--- src/rtl/psum_collector_if.sv ---
// psum_collector_if: drain-side valid/ready bus of the psum collector.
// master drives out_valid/out_data/out_lane/out_last; slave drives out_ready.
`timescale 1ns/1ps

interface psum_collector_if #(
  parameter int ACC_WIDTH = 24
);
  logic                 out_valid;
  logic                 out_ready;
  logic [ACC_WIDTH-1:0] out_data;
  logic [1:0]           out_lane;
  logic                 out_last;

  modport master (
    output out_valid,
    output out_data,
    output out_lane,
    output out_last,
    input  out_ready
  );

  modport slave (
    input  out_valid,
    input  out_data,
    input  out_lane,
    input  out_last,
    output out_ready
  );
endinterface

--- src/rtl/psum_collector.sv ---
// psum_collector: accumulates 4-lane psum vectors over len valid cycles, then
// drains 4 lane words (or one merged word) over drn. Ports: clk, rst_n, start,
// len, signed_mode, merge, psum_fwd, psum_valid, busy, drn (master).
// Option PSUM_COLLECTOR_SAT_EN: saturating sums plus sticky sat_flag output.
`timescale 1ns/1ps

module psum_collector #(
  parameter int COL_WIDTH = 9,
  parameter int ACC_WIDTH = 24,
  parameter int LEN_WIDTH = 8
) (
  input  logic                   clk,
  input  logic                   rst_n,
  input  logic                   start,
  input  logic [LEN_WIDTH-1:0]   len,
  input  logic                   signed_mode,
  input  logic                   merge,
  input  logic [4*COL_WIDTH-1:0] psum_fwd,
  input  logic                   psum_valid,
  output logic                   busy,
`ifdef PSUM_COLLECTOR_SAT_EN
  output logic                   sat_flag,
`endif
  psum_collector_if.master       drn
);

  typedef enum logic [1:0] {
    IDLE,
    ACCUM,
    DRAIN
  } state_t;

  state_t               state;
  logic [ACC_WIDTH-1:0] acc     [4];
  logic [ACC_WIDTH-1:0] acc_nxt [4];
  logic [ACC_WIDTH-1:0] msum_nxt;
  logic [LEN_WIDTH-1:0] count;
  logic                 sgn;
  logic                 mrg;

  function automatic logic [ACC_WIDTH-1:0] ext(
    input logic [COL_WIDTH-1:0] v,
    input logic                 sg
  );
    logic f;
    f = sg & v[COL_WIDTH-1];
    return {{(ACC_WIDTH-COL_WIDTH){f}}, v};
  endfunction

`ifdef PSUM_COLLECTOR_SAT_EN
  // Three guard bits hold the exact sum of four accumulators.
  localparam int WW = ACC_WIDTH + 3;
  typedef logic signed [WW-1:0] wide_t;

  localparam wide_t SMAX =
    wide_t'((WW'(1) << (ACC_WIDTH - 1)) - WW'(1));
  localparam wide_t SMIN = -SMAX - wide_t'(1);
  localparam wide_t UMAX =
    wide_t'((WW'(1) << ACC_WIDTH) - WW'(1));

  function automatic wide_t widen(
    input logic [ACC_WIDTH-1:0] v,
    input logic                 sg
  );
    logic f;
    f = sg & v[ACC_WIDTH-1];
    return wide_t'({{3{f}}, v});
  endfunction

  // Returns {clamped, value}.
  function automatic logic [ACC_WIDTH:0] clamp(
    input wide_t s,
    input logic  sg
  );
    wide_t hi;
    wide_t lo;
    hi = sg ? SMAX : UMAX;
    lo = sg ? SMIN : '0;
    if (s > hi) return {1'b1, ACC_WIDTH'(hi)};
    if (s < lo) return {1'b1, ACC_WIDTH'(lo)};
    return {1'b0, ACC_WIDTH'(s)};
  endfunction

  wide_t lsum [4];
  wide_t msum;
  logic  lsat [4];
  logic  msat;
  logic  sat_hit;

  always_comb begin
    sat_hit = 1'b0;
    for (int i = 0; i < 4; i++) begin
      lsum[i] = widen(acc[i], sgn) +
        widen(ext(psum_fwd[i*COL_WIDTH +: COL_WIDTH], sgn), sgn);
      {lsat[i], acc_nxt[i]} = clamp(lsum[i], sgn);
      sat_hit = sat_hit | lsat[i];
    end
    msum = widen(acc_nxt[0], sgn) + widen(acc_nxt[1], sgn) +
      widen(acc_nxt[2], sgn) + widen(acc_nxt[3], sgn);
    {msat, msum_nxt} = clamp(msum, sgn);
  end
`else
  always_comb begin
    for (int i = 0; i < 4; i++) begin
      acc_nxt[i] = acc[i] +
        ext(psum_fwd[i*COL_WIDTH +: COL_WIDTH], sgn);
    end
    msum_nxt = acc_nxt[0] + acc_nxt[1] + acc_nxt[2] + acc_nxt[3];
  end
`endif

  always_ff @(posedge clk or negedge rst_n) begin
    if (!rst_n) begin
      state         <= IDLE;
      for (int i = 0; i < 4; i++) acc[i] <= '0;
      count         <= '0;
      sgn           <= 1'b0;
      mrg           <= 1'b0;
      busy          <= 1'b0;
      drn.out_valid <= 1'b0;
      drn.out_data  <= '0;
      drn.out_lane  <= '0;
      drn.out_last  <= 1'b0;
`ifdef PSUM_COLLECTOR_SAT_EN
      sat_flag      <= 1'b0;
`endif
    end else begin
      unique case (state)
        IDLE: begin
          if (start) begin
            sgn   <= signed_mode;
            mrg   <= merge;
            count <= len;
            busy  <= 1'b1;
            for (int i = 0; i < 4; i++) acc[i] <= '0;
`ifdef PSUM_COLLECTOR_SAT_EN
            sat_flag <= 1'b0;
`endif
            if (len == '0) begin
              // Empty job: drain zeros straight away.
              state         <= DRAIN;
              drn.out_valid <= 1'b1;
              drn.out_data  <= '0;
              drn.out_lane  <= '0;
              drn.out_last  <= merge;
            end else begin
              state <= ACCUM;
            end
          end
        end
        ACCUM: begin
          if (psum_valid) begin
            for (int i = 0; i < 4; i++) acc[i] <= acc_nxt[i];
            count <= count - LEN_WIDTH'(1);
`ifdef PSUM_COLLECTOR_SAT_EN
            sat_flag <= sat_flag | sat_hit;
`endif
            if (count == LEN_WIDTH'(1)) begin
              // Present the first word from the
              // final sums so it appears next cycle.
              state         <= DRAIN;
              drn.out_valid <= 1'b1;
              drn.out_lane  <= '0;
              drn.out_last  <= mrg;
              drn.out_data  <= mrg ? msum_nxt : acc_nxt[0];
`ifdef PSUM_COLLECTOR_SAT_EN
              sat_flag <= sat_flag | sat_hit | (mrg & msat);
`endif
            end
          end
        end
        DRAIN: begin
          if (drn.out_ready) begin
            if (drn.out_last) begin
              state         <= IDLE;
              busy          <= 1'b0;
              drn.out_valid <= 1'b0;
              drn.out_data  <= '0;
              drn.out_lane  <= '0;
              drn.out_last  <= 1'b0;
            end else begin
              drn.out_lane <= drn.out_lane + 2'd1;
              drn.out_data <= acc[drn.out_lane + 2'd1];
              drn.out_last <= (drn.out_lane == 2'd2);
            end
          end
        end
        default: state <= IDLE;
      endcase
    end
  end

endmodule

--- src/flat_wrapper.sv ---
// flat-port wrapper written by rule: the top's interface ports become plain ports
module psum_collector_flat 
#(
  parameter int COL_WIDTH = 9,
  parameter int ACC_WIDTH = 24,
  parameter int LEN_WIDTH = 8
)
  (clk, rst_n, start, len, signed_mode, merge, psum_fwd, psum_valid, busy, drn_out_valid, drn_out_data, drn_out_lane, drn_out_last, drn_out_ready);
  psum_collector_if #(.ACC_WIDTH(ACC_WIDTH)) drn_i ();
  input  logic clk;
  input  logic rst_n;
  input  logic start;
  input  logic [LEN_WIDTH-1:0] len;
  input  logic signed_mode;
  input  logic merge;
  input  logic [4*COL_WIDTH-1:0] psum_fwd;
  input  logic psum_valid;
  output logic busy;
  output wire logic [$bits(drn_i.out_valid)-1:0] drn_out_valid;
  output wire logic [$bits(drn_i.out_data)-1:0] drn_out_data;
  output wire logic [$bits(drn_i.out_lane)-1:0] drn_out_lane;
  output wire logic [$bits(drn_i.out_last)-1:0] drn_out_last;
  input wire logic [$bits(drn_i.out_ready)-1:0] drn_out_ready;
  assign drn_out_valid = drn_i.out_valid;
  assign drn_out_data = drn_i.out_data;
  assign drn_out_lane = drn_i.out_lane;
  assign drn_out_last = drn_i.out_last;
  assign drn_i.out_ready = drn_out_ready;
  psum_collector #(.COL_WIDTH(COL_WIDTH), .ACC_WIDTH(ACC_WIDTH), .LEN_WIDTH(LEN_WIDTH)) u_core (.clk(clk), .rst_n(rst_n), .start(start), .len(len), .signed_mode(signed_mode), .merge(merge), .psum_fwd(psum_fwd), .psum_valid(psum_valid), .busy(busy), .drn(drn_i));
endmodule
--- config.mk ---
export PLATFORM = sky130hd
export DESIGN_NAME = psum_collector_flat
export DESIGN_NICKNAME = d
export VERILOG_FILES = /design/src/rtl/psum_collector_if.sv /design/src/rtl/psum_collector.sv /design/src/flat_wrapper.sv
export SDC_FILE = /design/constraint.sdc
export NUM_CORES = 1
export LEC_CHECK = 0
export BUFFER_PORTS_ARGS = -buffer_cell sky130_fd_sc_hd__buf_4
export CAP_MARGIN = 10
export CORE_AREA = 3 3 117 232
export DETAILED_ROUTE_END_ITERATION = 6
export DIE_AREA = 0 0 120 235
export GPL_TIMING_DRIVEN = 0
export HOLD_SLACK_MARGIN = 0.08
export PLACE_DENSITY = 0.72
export SLEW_MARGIN = 25
export SYNTH_ARGS = -nofsm -noshare
export SYNTH_HDL_FRONTEND = slang
export SYNTH_SLANG_ARGS = --single-unit
--- constraint.sdc ---
create_clock -name clk -period 6.2 [get_ports clk]
set_clock_uncertainty 0.1 [all_clocks]
set_input_delay 0.93 -clock clk [delete_from_list [all_inputs] [get_ports clk]]
set_output_delay 0.93 -clock clk [all_outputs]
set_load 0.02 [all_outputs]
# == After elaboration in Yosys (flattened, before gate mapping) ==
# Index checks and enable logic that the tools add are counted.
# Widths: inputs -> output; s select.
# word_totals
regBits,137
in_bits,51
output_inout_bits,29
# classes
eq_ne,10
addsub,9
bitwise_logic,5
reduce_logical,11
muxes,47
n_lt_le_gt_ge,1
# op_table
op,n
$mux 24,9
$mux 96,2
$pmux 96 s2,1
$add 24x24->24,7
$pmux 24 s3,1
$bmux 24 s2,1
$mux 2,12
$mux 8,2
$pmux 8 s2,1
$mux 1,13
$pmux 2 s3,2
$eq 8x1->1 const B,1
$logic_not 8->1,1
$sub 8x1->8 const B,1
$reduce_and 7->1,1
$ne 2x1->1 const B,3
$ne 2x2->1 const B,3
$pmux 1 s3,2
$reduce_and 6->1,1
$reduce_and 5->1,1
$and 1x1->1,4
$eq 2x2->1 const B,2
$reduce_and 4->1,1
$reduce_bool 2->1,2
other kinds (9),9

# == Depth between registers and ports, before layout ==
# Gate-level depths: netlist of run 1.
# depth
ltp_word,9
mapped_depth,25
depth_no_buf,25

# == Worst setup path after synthesis of run 1 ==
# No wires, ideal clock.
# synth_timing
path_type,input to register
startpoint,input port psum_fwd[18]
endpoint,register u_core.drn.out_data[23]
cell_stages,24
slack_ns,-0.541
arrival_ns,6.541
path_cell_list,ha_1 -> fa_1 -> a21o_1 -> a21oi_1 -> o21bai_1 -> a21oi_1 -> o21ai_0 -> and2_1 -> maj3_1 -> a32oi_1 -> xnor2_1 -> fa_1 -> fa_1 -> ha_1 -> a21o_1 -> a21o_1 -> a21oi_1 -> o21ai_0 -> o31ai_1 -> xnor3_1 -> xnor3_1 -> nand2b_1 -> xnor2_1 -> o311ai_2
# synth_via
elab_chain_cells,7
# synth_rtl
element,line_no,text
"start, declared",flat_wrapper.sv:16,input logic [4*COL_WIDTH-1:0] psum_fwd;
$add 24x24->24,psum_collector.sv:105,acc_nxt[i] = acc[i] +
$add 24x24->24 (2 in a row),psum_collector.sv:108,msum_nxt = acc_nxt[0] + acc_nxt[1] + acc_nxt[2] + acc_nxt[3];
$mux 24,psum_collector.sv:165,drn.out_data <= mrg ? msum_nxt : acc_nxt[0];
$mux 24,psum_collector.sv:158,if (count == LEN_WIDTH'(1)) begin
$mux 24,psum_collector.sv:152,if (psum_valid) begin
$pmux 24 s3,psum_collector.sv:128,unique case (state)
"end signal, assigned",psum_collector.sv:165,
"end signal, assigned",psum_collector.sv:183,drn.out_data <= acc[drn.out_lane + 2'd1];
"end, declared",psum_collector_if.sv:16,"output out_data,"
# Every way passes these cells. The select of a mux whose other input is x is not followed.
# A chain may end at the register's enable or synchronous reset.

# == Worst setup path in the final report of run 1 ==
# layout_timing
startpoint,input port psum_fwd[19]
endpoint,register u_core.drn.out_data[23]
# The elaborated chain is that of the path after synthesis.

==> results of run 1 <==
-- flip-flops by register name (all words and copies together), names as in the netlist --
register	flops
u_core.busy	1
u_core.acc	96
u_core.count	8
u_core.drn.out_valid	1
u_core.drn.out_last	1
u_core.drn.out_lane	2
u_core.mrg	1
u_core.drn.out_data	24
u_core.sgn	1
u_core.state	2
-- worst paths after layout --
kind | start | end | slack (ns) | cells after the start
max in group asynchronous | rst_n | u_core.acc[52] | 4.86 | 2
min reg2reg | u_core.drn.out_data[1] | u_core.drn.out_data[1] | 0.38 | 2
max reg2reg | u_core.acc[24] | u_core.drn.out_data[23] | -0.06 | 24
min | rst_n | u_core.sgn | 0.30 | 1
max | psum_fwd[19] | u_core.drn.out_data[23] | -0.18 | 24
min in group clk | u_core.drn.out_data[1] | u_core.drn.out_data[1] | 0.38 | 2
-- metal layers --
layer | share of wire, % | up-vias | GRT usage, %
li1 | - | 5496 | -
met1 | 31 | 6034 | 35.91
met2 | 48 | 809 | 60.55
met3 | 7.6 | 345 | 8.141
met4 | 13 | 0 | 35.29
met5 | 0 | - | 0
-- cells by family after synthesis --
logic type	share of synthesized area (%)
and+or+nand+nor	15.13
DFF	27.05
buffers and inverters	4.521
muxes	5.824
adders and majority gates	16.17
xor gates and xnor gates	7.887
AOI/OAI and AO/OA	23.42
-- cell type report --
type | count | area, µm²
inverters | 65 | 244.0
clock buffers | 20 | 466.7
multi-input cells | 1143 | 9419
fillers | 2241 | 10330
repair buffers | 110 | 860.8
flip-flops and latches | 137 | 3428
clock inverters | 12 | 147.6
plain buffers | 84 | 331.6
well taps | 340 | 425.4
-- critical path: cells and delay by family --
kind,cells,cell delay (ns)
simple gates,6,1.00
compound gates,8,1.87
fa+ha+maj,4,1.74
buf+inv,2,0.32
xor+xnor,4,0.74
-- timing repair --
item / in CTS / in global routing
pin swaps: 44 / 44
setup buffers: 20 / 10
gates resized for setup: 70 / 50
endpoints found under the setup margin: 13 / 13
hold buffers: 0 / 0
-- placed cells by master (no fill, tap or decap), types with 31 or more instances in the layout --
cell type / count
a22o_1: 40
nor2_1: 78
o21ai_0: 80
inv_1: 64
clkbuf_1: 73
fa_1: 43
o31ai_1: 31
ha_1: 75
nor3_1: 33
nand2_1: 152
a21oi_1: 99
dfrtp_1: 137
xnor2_1: 77
a21o_1: 40
buf_4: 107
nand3_1: 33
-- per-stage QoR --
step / std cells / utilization, %
floorplan: 1430 / -
global placement: 1849 / 53.78
detailed placement: 1850 / 53.96
CTS: 1901 / 58.51
global route: 1911 / 59.74
finish: 1911 / 59.74
==> impl_metrics.yaml, run 1 <==
setup_path:
  crit_type: "input port to flop"
  start_kind: "input port"
  crit_path_end_kind: "flop"
  cp_max_fo: 4
  required_ns: 6.46
  critPathArrivalTime_ns: 6.64
  critPathMaxStageDelay_ns: 0.62
  cp_cell_sequence: "buf_4, ha_1, a21oi_2, o211ai_1, nor4_2, o41ai_4, buf_4, nand2_2, nor3_2, a21oi_2, xnor2_1, fa_1, fa_1, ha_2, nand3_4, a211oi_4, nand3_2, a21oi_4, o31ai_4, xnor3_1, xnor3_1, nand2b_4, xnor2_2, o311ai_2"
  slowest_stage: "fa_1"
logic_synthesis:
  ys.warnings.count: 0
  synth_nets: 1614
  synthFlopType: "dfrtp_1"
  ys_ff_latch: 137
  ys_top_cells_by_area: "dfrtp_1 27%, ha_1 8.2%, fa_1 7.9%, xnor2_1 6.4%, a21oi_1 4.6%"
  async_flop_share_pct: 100.0
  yosysTopAreaCellShare_pct: 27.05
  ys_seq_area_share_pct: 27.05
  synthMostInstantiatedCell: "nand2_1"
  syn_avg_cell_area_um2: 8.864
  synth_edf_count: 0
  synth_top_cell_by_area: "dfrtp_1"
  synth.distinct_cells: 78
  syn_inst: 1430
  synth_common_cells: "154 x nand2_1, 137 x dfrtp_1, 117 x a21oi_1, 92 x o21ai_0, 92 x xnor2_1"
  syn-cell-area_um2: 12680
grt:
  antenna_found_initial: 0
  grt_max_degree: 84
  grt_pass1_vias: 12850
  overflow: 0
  grt_util_all_layers_pct: 36.27
  grt_pass1_wl_um: 76010
clocking:
  cts-htree-levels: 4
  cts_tree: "yes"
  cts.sinks: 137
  cts_buffers: 17
  clkLatencyLatePin_ns: 0.47
  clk_path_buf_depth: 2
  cts_root_buf: "clkbuf_16"
  path_clk_slew_ns: 0.06
routing:
  wl_um: 51050
  wl_per_cell_um: 26.72
  vias_per_cell: 6.637
  drc_errors: 3
  dr.pass1.iters: 7
  vias: 12680
  first_iter_violations: 1289
  detail-route-antenna-nets: 0
sta:
  relSlewSlack_pct: 26.01
  final_hold_viol_count: 0
  report.final.slew_viol_count: 0
  post-route-min-period_ns: 6.383
  layout_setup_ws_ns: -0.1835
  rsz0062_at_grt: "yes"
  fmax_mhz: 156.7
  fin_hold_ws_ns: 0.2958
  fin_tns_setup_ns: -0.2416
  fin_crit_sh_pct: 103.0
  finalSetupViolCount: 2
  tightest_slew_ns: 1.101
floorplanning:
  start_util_pct: 49.42
  rows: 83
  die_h_um: 235
  core_area_um2: 25650
  fp.dieW_um: 120
  die_area_um2: 28200
  io_pins: 80
place:
  place.gp.congestion: 1.085
  dpl.hpwl_um: 37900
  dpl_cell_area_um2: 13840
  pre_cts_ws_ns: -1.426
  portBuffers: 79
hold_path:
  hold_path.class: "input port to async pin"
finish:
  num-nets-final: 1742
  syn_to_final_growth_pct: 20.89
  final_area_um2: 15320
  drive_above_1_share_pct: 18.20
  antenna_cells: 0
flow_run:
  drv_cap: 0
outcome:
  status: "finished with violations"
  violations: "DRC, setup timing"
Power of run 1 is left out: the tool's default activity adds up to more than one toggle a clock period on the data nets, which glitch-free logic cannot reach.
==> inputs of run 2 (changes only) <==
--- a/config.mk
+++ b/config.mk
@@ -5,14 +5,15 @@
 export SDC_FILE = /design/constraint.sdc
 export NUM_CORES = 1
 export LEC_CHECK = 0
+export ABC_AREA = 1
 export BUFFER_PORTS_ARGS = -buffer_cell sky130_fd_sc_hd__buf_4
 export CAP_MARGIN = 10
-export CORE_AREA = 3 3 117 232
+export CORE_AREA = 3 3 119 236
 export DETAILED_ROUTE_END_ITERATION = 6
-export DIE_AREA = 0 0 120 235
+export DIE_AREA = 0 0 122 239
 export GPL_TIMING_DRIVEN = 0
 export HOLD_SLACK_MARGIN = 0.08
-export PLACE_DENSITY = 0.72
+export PLACE_DENSITY = 0.73
 export SLEW_MARGIN = 25
 export SYNTH_ARGS = -nofsm -noshare
 export SYNTH_HDL_FRONTEND = slang
==> impl_metrics.yaml, run 2 <==
outcome:
  status: "finished clean"
routing:
  wl_um: 51530
  vias: 13590
  wl_per_cell_um: 22.45
  detail-route-antenna-nets: 0
  first_iter_violations: 955
  dr.pass1.iters: 5
  vias_per_cell: 5.921
  drc_errors: 0
logic_synthesis:
  syn_avg_cell_area_um2: 7.214
  synth.distinct_cells: 55
  yosysTopAreaCellShare_pct: 25.97
  synth_nets: 2014
  ys_seq_area_share_pct: 25.97
  ys_top_cells_by_area: "dfrtp_1 26%, nand2_1 12%, ha_1 7.9%, fa_1 7.6%, inv_1 6.8%"
  synth_edf_count: 0
  synthFlopType: "dfrtp_1"
  ys_ff_latch: 137
  synth_top_cell_by_area: "dfrtp_1"
  synth_common_cells: "425 x nand2_1, 239 x inv_1, 177 x o21ai_0, 137 x dfrtp_1, 131 x a21oi_1"
  syn-cell-area_um2: 13200
  async_flop_share_pct: 100.0
  ys.warnings.count: 0
  synthMostInstantiatedCell: "nand2_1"
  syn_inst: 1830
clocking:
  hold_buffers: 0
  cts_root_buf: "clkbuf_16"
  cts_buffers: 17
  cts_tree: "yes"
  clkLatencyLatePin_ns: 0.46
  path_clk_slew_ns: 0.06
  clk_path_buf_depth: 2
  cts.sinks: 137
  cts-htree-levels: 4
floorplanning:
  start_util_pct: 50.04
  fp.dieW_um: 122
  io_pins: 80
  rows: 84
  die_area_um2: 29160
  die_h_um: 239
  core_area_um2: 26380
finish:
  regMostFlops: "u_core.acc"
  syn_to_final_growth_pct: 15.75
  drive_above_1_share_pct: 10.92
  num-nets-final: 2122
  antenna_cells: 0
  largest_reg_flops: 96
  final_util_pct: 57.93
  reg_top3: "u_core.acc: 96 flops, u_core.drn.out_data: 24 flops, u_core.count: 8 flops"
  final_cell_mix: "418 x nand2_1, 237 x inv_1, 176 x o21ai_0"
  final_common_cell: "nand2_1"
sta:
  report.final.slew_viol_count: 0
  fin_hold_ws_ns: 0.2884
  relSlewSlack_pct: 28.90
  final_hold_viol_count: 0
  tightest_slew_ns: 1.066
  fin_tns_setup_ns: 0
  fmax_mhz: 165.7
  finalSetupViolCount: 0
  rsz0062_at_grt: "no"
  fin_crit_sh_pct: 97.32
  post-route-min-period_ns: 6.034
grt:
  grt_pass1_vias: 13740
  overflow: 0
  grt_use_met2_pct: 62.16
  globalRouteMet3Util_pct: 6.204
  grt_util_all_layers_pct: 35.55
  grt_pass1_wl_um: 76840
  grt.busiest_layer: "met2"
  met1_usage_pct: 36.82
  antenna_found_initial: 0
  grt_max_degree: 87
setup_path:
  slowest_stage: "fa_1"
  start_kind: "flop"
  crit_top_cell: "nand2_1"
  crit_type: "flop to flop"
  required_ns: 6.44
  critPathArrivalTime_ns: 6.27
  critPathMaxStageDelay_ns: 0.49
  cp_max_fo: 11
  crit_path_end_kind: "flop"
place:
  dpl.hpwl_um: 41490
  place.gp.congestion: 1.015
  portBuffers: 79
flow_run:
  drv_cap: 0
hold_path:
  hold_path.class: "input port to async pin"
[run 2: changes by cell type after synthesis, sizes merged, moves of 33 or more]
cell	before	now
a21o	41	8
inv	64	241
nand2	154	436
nand3	37	94
o21ai	92	186
xnor2	92	24
xor2	17	81
[run 2: layout make-up]
type	count	area [µm²]
fill	2576	11100
multi-input combinational	1391	8845
sequential	137	3428
clock inverter	11	192.7
inverter	245	925.9
timing repair buffer	89	708.2
buffer	57	280.3
clock buffer	21	470.5
tap	344	430.4
[run 2: worst max-delay path: cells and delay by family (launching register included)]
kind	cells	cell delay [ns]
AO/OA/AOI/OAI	4	0.75
AND/OR/NAND/NOR	17	2.19
flip-flops	1	0.40
buffers and inverters	6	0.99
adder cells (fa/ha/maj)	3	1.14
XOR/XNOR	1	0.31
[run 2: final timing paths]
check / startpoint / end / slack, ns / cells past startpoint
worst min-delay path: rst_n / u_core.acc[9] / 0.29 / 1
max in group asynchronous: rst_n / u_core.acc[82] / 4.87 / 2
worst max-delay path: u_core.sgn / u_core.drn.out_data[23] / 0.17 / 31
min in group clk: u_core.drn.out_data[17] / u_core.drn.out_data[17] / 0.38 / 2
worst min register to register: u_core.drn.out_data[17] / u_core.drn.out_data[17] / 0.38 / 2
worst max register to register: u_core.sgn / u_core.drn.out_data[23] / 0.17 / 31
[run 2: through the flow]
step	setup WS, ns	std cells	cell area (µm²)
5_1_grt	0.01453	2295	15280
3_5_place_dp	-1.465	2254	14260
3_3_place_gp	-1.546	2253	14220
2_1_floorplan	0.6233	1830	13200
6_report	0.1660	2295	15280
4_1_cts	0.001385	2287	15020
[run 2: logic make-up after synthesis]
logic type	count (synthesis)	share of synthesized area, %
buffers and inverters	302	9.108
flip-flops	137	25.97
AO/OA/AOI/OAI	472	20.93
multiplexers	1	0.08529
adder cells (fa/ha/maj)	133	15.45
AND/OR/NAND/NOR	680	21.50
XOR/XNOR	105	6.966
[run 2: metal layers]
layer  vias to the layer above  part of all wire (%)
met4                         0                   9.0
met5                         -                     0
met1                      6445                    34
li1                       6327                     -
met2                       594                    51
met3                       223                   6.0
[run 2: what timing repair did]
action	4_1_cts	5_1_grt
gates resized for setup	13	41
setup endpoints to repair	12	8
pin swaps	3	20
buffers inserted	1	8
Power of run 2 is left out for the same reason.
==> inputs of run 3 (changes only) <==
--- a/config.mk
+++ b/config.mk
@@ -11,7 +11,6 @@
 export CORE_AREA = 3 3 119 236
 export DETAILED_ROUTE_END_ITERATION = 6
 export DIE_AREA = 0 0 122 239
-export GPL_TIMING_DRIVEN = 0
 export HOLD_SLACK_MARGIN = 0.08
 export PLACE_DENSITY = 0.73
 export SLEW_MARGIN = 25
==> impl_metrics.yaml, run 3 (same netlist as run 2, synthesis figures left out) <==
setup_path:
  start_kind: "input port"
  critPathMaxStageDelay_ns: 0.52
  crit_path_end_kind: "flop"
  worstReg2RegStart: "u_core.acc[2]"
  ff2ff_path_depth: 28
  timing.rr.end: "u_core.drn.out_data[22]"
  slowest_stage: "fa_1"
  reg2reg_slack_ns: 0.41
  crit_type: "input port to flop"
  crit_top_cell: "nand2_1"
  required_ns: 6.44
  cp_max_fo: 5
  critPathArrivalTime_ns: 6.19
clocking:
  path_clk_slew_ns: 0.06
  clkLatencyLatePin_ns: 0.46
  cts.sinks: 137
  cts_buffers: 17
  cts-htree-levels: 4
  cts_root_buf: "clkbuf_16"
  cts_tree: "yes"
  clk_path_buf_depth: 2
place:
  portBuffers: 79
  dpl.hpwl_um: 35190
  place.gp.congestion: 0.9481
sta:
  fin_crit_sh_pct: 96.02
  final_hold_viol_count: 0
  relSlewSlack_pct: 42.43
  tightest_slew_ns: 0.8636
  report.final.slew_viol_count: 0
  finalSetupViolCount: 0
  post-route-min-period_ns: 5.953
  fmax_mhz: 168.0
grt:
  globalRouteMet3Util_pct: 3.386
  antenna_found_initial: 0
  overflow: 0
  grt.busiest_layer: "met2"
  grt_use_met2_pct: 58.04
  grt_max_degree: 80
  grt_util_all_layers_pct: 31.79
  met1_usage_pct: 34.20
  grt_pass1_wl_um: 70810
  grt_pass1_vias: 13700
routing:
  first_iter_violations: 1078
  vias: 13460
  drc_errors: 0
  detail-route-antenna-nets: 0
  wl_um: 45500
  vias_per_cell: 5.852
  wl_per_cell_um: 19.78
  dr.pass1.iters: 7
finish:
  antenna_cells: 0
  drive_above_1_share_pct: 12.07
  final_util_pct: 57.52
  regMostFlops: "u_core.acc"
  reg_top3: "u_core.acc: 96 flops, u_core.drn.out_data: 24 flops, u_core.count: 8 flops"
  largest_reg_flops: 96
  syn_to_final_growth_pct: 14.95
  final_cell_mix: "421 x nand2_1, 239 x inv_1, 176 x o21ai_0"
  final_common_cell: "nand2_1"
  num-nets-final: 2127
hold_path:
  holdPathStages: 2
  min_from: "u_core.drn.out_data[21]"
  min_to: "u_core.drn.out_data[21]"
  hold_path.class: "flop to flop"
floorplanning:
  die_area_um2: 29160
  fp.dieW_um: 122
  rows: 84
  die_h_um: 239
  io_pins: 80
  start_util_pct: 50.04
  core_area_um2: 26380
outcome:
  status: "finished clean"
flow_run:
  drv_cap: 0
-- run 3: final cells by class --
type                       count  area [µm²]
fill                        2485       11210
clock inverter                14       148.9
multi-input combinational   1391        8667
clock buffer                  18       439.2
inverter                     245       922.1
timing repair buffer         151        1137
tap                          344       430.4
sequential                   137        3430
-- run 3: per-layer routing --
layer	wire length (µm)	up-vias
met3	2315	167
met1	16060	6398
met5	0	-
met2	23890	553
met4	3231	0
li1	-	6342
-- run 3: per-stage QoR --
step           setup slack (ns)  instances   TNS, ns  instance area (µm²)  hold slack [ns]
3_5_place_dp            -0.6197       2267    -1.385                14490           0.3706
3_3_place_gp            -0.5646       2267    -1.187                14490           0.3682
2_1_floorplan            0.6233       1830         0                13200           0.3718
4_1_cts               0.0003362       2299         0                15090           0.3862
5_1_grt                -0.01049       2300  -0.01571                15170           0.4150
6_report                 0.2470       2300         0                15170           0.3878
-- run 3: repair_timing --
| action | in CTS | in global routing |
|---|---|---|
| hold buffers | 0 | 0 |
| gates resized for setup | 1 | 18 |
| buffers inserted | 0 | 1 |
| endpoints found under the setup margin | 1 | 3 |
| endpoints found under the hold margin | 0 | 0 |
| pin swaps | 0 | 8 |
-- run 3: critical path, delay by kind of cell --
family                     cells  cell delay [ns]
AOI/OAI and AO/OA              7             1.04
adders and majority gates      4             1.60
xor gates and xnor gates       2             0.38
buffers and inverters          4             0.34
and+or+nand+nor               12             1.90
-- run 3: how the worst max path moves through the flow --
stage,from,endpoint,slack [ns]
2_1_floorplan,psum_fwd[18],u_core.drn.out_data[23],0.62
3_3_place_gp,psum_fwd[20],u_core.drn.out_data[22],-0.56
3_5_place_dp,psum_fwd[18],u_core.drn.out_data[22],-0.62
4_1_cts,psum_fwd[18],u_core.drn.out_data[22],0.0003
5_1_grt,psum_fwd[9],u_core.drn.out_data[22],-0.01
6_report,psum_fwd[29],u_core.drn.out_data[22],0.25
Power of run 3 is left out for the same reason.
